**src/rtl/uart_multi_xcvr.sv**
```systemverilog
// UART transceiver: TX serialises an NBYTES-character command word, most-significant character first;
// RX is fully independent and strobes each received character with its parity/framing status.
module uart_multi_xcvr #(
  parameter int DATA_W       = 8,
  parameter int NBYTES       = 2,
  parameter int CLKS_PER_BIT = 16,
  parameter int PARITY       = 1
) (
  input  logic                     clk,
  input  logic                     rst_n,
  input  logic [NBYTES*DATA_W-1:0] cmd_in,
  input  logic                     cmd_vld,
  output logic                     cmd_rdy,
  output logic                     tx,
  input  logic                     rx,
  output logic [DATA_W-1:0]        read_data,
  output logic                     read_vld,
  output logic                     parity_err,
  output logic                     frame_err
);
  localparam int KW = $clog2(CLKS_PER_BIT);
  localparam int BW = $clog2(DATA_W);
  localparam int CW = (NBYTES > 1) ? $clog2(NBYTES) : 1;
  localparam int SW = NBYTES * DATA_W;
  localparam logic [KW-1:0] K_LAST = KW'(CLKS_PER_BIT - 1);
  localparam logic [KW-1:0] K_HALF = KW'(CLKS_PER_BIT / 2 - 1);
  localparam logic [BW-1:0] B_LAST = BW'(DATA_W - 1);
  localparam logic [CW-1:0] C_LAST = CW'(NBYTES - 1);

  typedef enum logic [2:0] {TX_IDLE, TX_START, TX_DATA, TX_PAR, TX_STOP} tx_state_t;
  typedef enum logic [2:0] {RX_IDLE, RX_START, RX_DATA, RX_PAR, RX_STOP, RX_WAIT_HIGH} rx_state_t;

  // Parity bit that makes data+parity odd (PARITY=1) or even (PARITY=2).
  function automatic logic f_par_bit(input logic [DATA_W-1:0] d);
    return (PARITY == 2) ? ^d : ~^d;
  endfunction

  tx_state_t        r_tx_state, w_tx_state;
  logic             r_tx, w_tx;
  logic [KW-1:0]    r_tx_clk, w_tx_clk;
  logic [BW-1:0]    r_tx_bit, w_tx_bit;
  logic [CW-1:0]    r_tx_chr, w_tx_chr;
  logic [SW-1:0]    r_tx_shift, w_tx_shift;
  logic [DATA_W-1:0] r_tx_dsr, w_tx_dsr;
  logic [DATA_W-1:0] w_tx_cur;
  logic             w_tx_tick;

  assign w_tx_cur  = r_tx_shift[SW-1 -: DATA_W];
  assign w_tx_tick = (r_tx_clk == '0);
  assign cmd_rdy   = (r_tx_state == TX_IDLE);
  assign tx        = r_tx;

  always_ff @(posedge clk or negedge rst_n) begin
    if (!rst_n) begin
      r_tx_state <= TX_IDLE;
      r_tx       <= 1'b1;
      r_tx_clk   <= '0;
      r_tx_bit   <= '0;
      r_tx_chr   <= '0;
    end else begin
      r_tx_state <= w_tx_state;
      r_tx       <= w_tx;
      r_tx_clk   <= w_tx_clk;
      r_tx_bit   <= w_tx_bit;
      r_tx_chr   <= w_tx_chr;
    end
  end

  always_ff @(posedge clk) begin
    r_tx_shift <= w_tx_shift;
    r_tx_dsr   <= w_tx_dsr;
  end

  always_comb begin
    w_tx_state = r_tx_state;
    w_tx       = r_tx;
    w_tx_clk   = r_tx_clk;
    w_tx_bit   = r_tx_bit;
    w_tx_chr   = r_tx_chr;
    w_tx_shift = r_tx_shift;
    w_tx_dsr   = r_tx_dsr;
    case (r_tx_state)
      TX_IDLE: begin
        w_tx = 1'b1;
        if (cmd_vld) begin
          w_tx_state = TX_START;
          w_tx       = 1'b0;
          w_tx_clk   = K_LAST;
          w_tx_chr   = '0;
          w_tx_shift = cmd_in;
        end
      end
      default: begin
        if (!w_tx_tick) begin
          w_tx_clk = r_tx_clk - KW'(1);
        end else begin
          w_tx_clk = K_LAST;
          case (r_tx_state)
            TX_START: begin
              w_tx_state = TX_DATA;
              w_tx       = w_tx_cur[0];
              w_tx_dsr   = w_tx_cur >> 1;
              w_tx_bit   = '0;
            end
            TX_DATA: begin
              if (r_tx_bit == B_LAST) begin
                if (PARITY != 0) begin
                  w_tx_state = TX_PAR;
                  w_tx       = f_par_bit(w_tx_cur);
                end else begin
                  w_tx_state = TX_STOP;
                  w_tx       = 1'b1;
                end
              end else begin
                w_tx_bit = r_tx_bit + BW'(1);
                w_tx     = r_tx_dsr[0];
                w_tx_dsr = r_tx_dsr >> 1;
              end
            end
            TX_PAR: begin
              w_tx_state = TX_STOP;
              w_tx       = 1'b1;
            end
            default: begin
              // End of stop bit: next character starts immediately, no idle gap.
              if (r_tx_chr == C_LAST) begin
                w_tx_state = TX_IDLE;
                w_tx       = 1'b1;
              end else begin
                w_tx_state = TX_START;
                w_tx       = 1'b0;
                w_tx_chr   = r_tx_chr + CW'(1);
                w_tx_shift = r_tx_shift << DATA_W;
              end
            end
          endcase
        end
      end
    endcase
  end

  logic             r_rx_p0, r_rx_p1;
  logic             w_rx;
  rx_state_t        r_rx_state, w_rx_state;
  logic [KW-1:0]    r_rx_clk, w_rx_clk;
  logic [BW-1:0]    r_rx_bit, w_rx_bit;
  logic [DATA_W-1:0] r_rx_sr, w_rx_sr;
  logic             r_rx_par, w_rx_par;
  logic [DATA_W-1:0] r_read_data, w_read_data;
  logic             r_read_vld, w_read_vld;
  logic             r_parity_err, w_parity_err;
  logic             r_frame_err, w_frame_err;
  logic             w_rx_tick;

  assign w_rx       = r_rx_p1;
  assign w_rx_tick  = (r_rx_clk == '0);
  assign read_data  = r_read_data;
  assign read_vld   = r_read_vld;
  assign parity_err = r_parity_err;
  assign frame_err  = r_frame_err;

  // Synchroniser stage boundary: rx -> p0 -> p1.
  always_ff @(posedge clk or negedge rst_n) begin
    if (!rst_n) begin
      r_rx_p0      <= 1'b1;
      r_rx_p1      <= 1'b1;
      r_rx_state   <= RX_IDLE;
      r_rx_clk     <= '0;
      r_rx_bit     <= '0;
      r_read_data  <= '0;
      r_read_vld   <= 1'b0;
      r_parity_err <= 1'b0;
      r_frame_err  <= 1'b0;
    end else begin
      r_rx_p0      <= rx;
      r_rx_p1      <= r_rx_p0;
      r_rx_state   <= w_rx_state;
      r_rx_clk     <= w_rx_clk;
      r_rx_bit     <= w_rx_bit;
      r_read_data  <= w_read_data;
      r_read_vld   <= w_read_vld;
      r_parity_err <= w_parity_err;
      r_frame_err  <= w_frame_err;
    end
  end

  always_ff @(posedge clk) begin
    r_rx_sr  <= w_rx_sr;
    r_rx_par <= w_rx_par;
  end

  always_comb begin
    w_rx_state   = r_rx_state;
    w_rx_clk     = r_rx_clk;
    w_rx_bit     = r_rx_bit;
    w_rx_sr      = r_rx_sr;
    w_rx_par     = r_rx_par;
    w_read_data  = r_read_data;
    w_read_vld   = 1'b0;
    w_parity_err = r_parity_err;
    w_frame_err  = r_frame_err;
    case (r_rx_state)
      RX_IDLE: begin
        if (!w_rx) begin
          w_rx_state = RX_START;
          w_rx_clk   = K_HALF;
        end
      end
      RX_WAIT_HIGH: begin
        if (w_rx) w_rx_state = RX_IDLE;
      end
      default: begin
        if (!w_rx_tick) begin
          w_rx_clk = r_rx_clk - KW'(1);
        end else begin
          w_rx_clk = K_LAST;
          case (r_rx_state)
            RX_START: begin
              if (w_rx) begin
                w_rx_state = RX_IDLE;
              end else begin
                w_rx_state = RX_DATA;
                w_rx_bit   = '0;
              end
            end
            RX_DATA: begin
              w_rx_sr = {w_rx, r_rx_sr[DATA_W-1:1]};
              if (r_rx_bit == B_LAST) begin
                if (PARITY != 0) w_rx_state = RX_PAR;
                else             w_rx_state = RX_STOP;
              end else begin
                w_rx_bit = r_rx_bit + BW'(1);
              end
            end
            RX_PAR: begin
              w_rx_par   = w_rx;
              w_rx_state = RX_STOP;
            end
            default: begin
              w_read_data  = r_rx_sr;
              w_read_vld   = 1'b1;
              w_parity_err = (PARITY != 0) && (f_par_bit(r_rx_sr) != r_rx_par);
              w_frame_err  = !w_rx;
              if (w_rx) w_rx_state = RX_IDLE;
              else      w_rx_state = RX_WAIT_HIGH;
            end
          endcase
        end
      end
    endcase
  end
endmodule

```
**config.mk**
```make
export PLATFORM = sky130hd
export DESIGN_NAME = uart_multi_xcvr
export DESIGN_NICKNAME = d
export VERILOG_FILES = /design/src/rtl/uart_multi_xcvr.sv
export SDC_FILE = /design/constraint.sdc
export NUM_CORES = 1
export LEC_CHECK = 0
export CAP_MARGIN = 20
export CORE_MARGIN = 4
export CORE_UTILIZATION = 47
export CTS_CLUSTER_DIAMETER = 80
export CTS_CLUSTER_SIZE = 24
export DETAILED_ROUTE_END_ITERATION = 8
export DONT_BUFFER_PORTS = 1
export PLACE_DENSITY_LB_ADDON = 0.25
export SLEW_MARGIN = 5
export SYNTH_ARGS = -nofsm -noshare
export SYNTH_HDL_FRONTEND = slang
export SYNTH_SLANG_ARGS = --single-unit
```
**constraint.sdc**
```tcl
create_clock -name clk -period 3 [get_ports clk]
set_input_delay 0.6 -clock clk [delete_from_list [all_inputs] [get_ports clk]]
set_output_delay 0.6 -clock clk [all_outputs]
set_load 0.1 [all_outputs]
```
==> reports/results.ini <==
[routing]
drtPass1Iterations=4
drt_iter0_markers=115
via_per_inst=5.54
drc=0
postRouteAntennaNets=0
drt_wl_total_mm=5.49
dr_total_vias=1943
wl_per_cell_um=15.6

[timing]
worst_pin_slew_ns=0.898
period_share_pct=87.8
finalSetupViolCount=0
skew_ns=0.00539
post-route-min-period_ns=2.63
setup-tns-final_ns=0
fin_ws_ns=0.367
hold_viol=0
relSlewSlack_pct=40.1
fmax_mhz=380
rsz0062_at_grt=no
slew_viol_final=0

[power]
p_total_w=0.00353
pwr-share-clk_pct=23.0
peakVddDrop_v=0.000344
switching_share_pct=40.4
p_int_w=0.00210
switchingPower_w=0.00143
pwr-share-comb_pct=24.5
powerDensity_nw_per_um2=1010
seq_power_share_pct=52.5
p_leak_nw=1.44

[grt]
use_met3_pct=5.67
grt_pass1_vias=1914
grt_use_met2_pct=20.5
grt_overflow_total=0
grt.busiest_layer=met1
grt_use_total_pct=14.9
grt_max_degree=33
grt_first_pass_wirelength_mm=9.66
antenna_found_initial=0
gr-usage-met1_pct=21.4

[clock_network]
cts.path.max_buffers=2
numCtsBuffers=9
clock_latency_ns=0.34
clkTransAtPathRegs_ns=0.08
tritoncts=built
htree_levels=3
ctsHoldBuffers=1
clock_sinks=67
cts_setup_buffers=0
ctsResizeCount=0
clock-root-buffer=clkbuf_8

[synthesis]
ys_top_cells_by_area=edfxtp_1, dfrtp_1, mux2_2
yosysWarnings=0
synth_area_leader_cell=edfxtp_1
synthesis.instances=269
synth_commonest_cells=nand2_1, dfrtp_1, edfxtp_1
synth.most_common_cell=nand2_1
synthDominantCellAreaShare_pct=30.0
yosysSeqAreaShare_pct=57.4
syn_area_per_cell_um2=11.9
syn_area_um2=3200
synth_edf_count=32
synth-async-reset-ratio_pct=52.2
synth_nets=295
synth_ff_type=edfxtp_1
ys_types=50
synth-seq-cells=67

[floorplanning]
pin_count=33
core_area_um2=6490
die_y_um=90.6
die_area_um2=8200
die_w_um=90.6
rows=29
initial_utilization_pct=49.3

[setup_path]
critPathCaptureType=output port
path_class=reg -> out
path_max_fanout=14
worstPathArrival_ns=2.03
worstPathRequired_ns=2.40
worstSetupStartpointType=flip-flop

[place]
place.gp.congestion=0.803
dp_hpwl_mm=3.79
portBuffers=0
pre_cts_ws_ns=0.736

[finish]
drive_above_1_share_pct=17.2
area_growth_pct=8.67
num_antenna_cells=0
layout.nets=295

[job]
cap_violations=0

[worst_hold_path]
hp-class=in -> async

[outcome]
status=complete, no violations

[state kept, by name, indices dropped and copies added (netlist names)]
| register | count |
|---|---|
| r_rx_sr | 8 |
| read_vld | 1 |
| r_tx_state | 3 |
| r_tx_chr | 1 |
| read_data | 8 |
| r_rx_p1 | 1 |
| r_rx_clk | 4 |
| r_rx_par | 1 |
| r_rx_bit | 3 |
| r_rx_p0 | 1 |
| tx | 1 |
| r_tx_bit | 3 |
| r_tx_clk | 4 |
| frame_err | 1 |
| r_tx_dsr | 7 |
| parity_err | 1 |
| r_rx_state | 3 |
| r_tx_shift | 16 |
[stage by stage]
stage	hold slack, ns	util [%]	instance area [µm²]	cells
finish	0.0863	53.6	3480	351
floorplan	0.304	-	3200	269
detailed placement	0.305	50.0	3250	334
global placement	0.306	50.0	3250	334
CTS	0.0692	53.6	3480	351
global route	0.0668	53.6	3480	351
[cell usage in the layout (no fill, tap or decap), types with 3 or more instances in the layout]
cell,n
dfrtp_1,32
a22o_1,5
clkinvlp_4,3
edfxtp_1,32
o31ai_1,3
clkbuf_8,9
nand2b_1,4
mux2_2,19
ha_1,6
and3_1,3
and2_1,8
nor2b_1,8
dfstp_2,3
inv_1,10
a21oi_1,9
nor2_1,12
nand3_1,3
nand2_1,36
xnor2_1,11
o21ai_0,13
[layout make-up]
type | count | area, µm²
Clock buffer | 9 | 124
Clock inverter | 7 | 92.6
Fill cell | 545 | 3010
Inverter | 10 | 37.5
Multi-Input combinational cell | 178 | 1260
Sequential cell | 67 | 1840
Tap cell | 77 | 96.3
Timing Repair Buffer | 3 | 35.0
[worst paths after layout]
path	startpoint	to	slack, ns	cells past startpoint
min	rst_n	read_data[5]$_DFFE_PN0P_	0.09	1
min reg2reg	r_rx_p0$_DFF_PN1_	r_rx_p1$_DFF_PN1_	0.36	0
min in group clk	rx	r_rx_p0$_DFF_PN1_	0.25	0
max reg2reg	r_rx_clk[0]$_DFFE_PN0P_	r_rx_sr[4]$_DFFE_PP_	0.86	4
max in group asynchronous	rst_n	r_rx_bit[1]$_DFFE_PN0P_	2.75	1
max	r_tx_state[2]$_DFFE_PN0P_	cmd_rdy	0.37	3
[logic make-up (layout without fill, tap and decap cells)]
group | Yosys count | after routing | synth area share (%)
AND/OR/NAND/NOR | 89 | 89 | 15.2
flip-flops | 67 | 67 | 57.4
AO/OA/AOI/OAI | 50 | 50 | 10.7
buffers and inverters | 24 | 29 | 3.36
multiplexers | 19 | 19 | 6.68
XOR/XNOR | 14 | 14 | 4.26
adder cells (fa/ha/maj) | 6 | 6 | 2.34
[metal layers]
| metal | part of all wire (%) | up-vias |
|---|---|---|
| met4 | 1.0 | 0 |
| li1 | - | 963 |
| met1 | 50 | 943 |
| met3 | 5.2 | 4 |
| met5 | 0 | - |
| met2 | 44 | 33 |
[critical path, cell delays in order (launching register included)]
cell and delay (ns):
dfrtp_1 0.52, or3_4 0.53, inv_1 0.24, buf_4 0.40
[power groups by stage]
stage	sequential (W)	clock (W)	combinational, W
2_1_floorplan	0.00174	0	0.000830
3_3_place_gp	0.00186	0	0.000840
3_5_place_dp	0.00187	0	0.000860
5_1_grt	0.00189	0.000875	0.000986
6_report	0.00185	0.000811	0.000865
4_1_cts	0.00185	0.000836	0.000873
No activity file was read; power rests on OpenSTA's default activity.
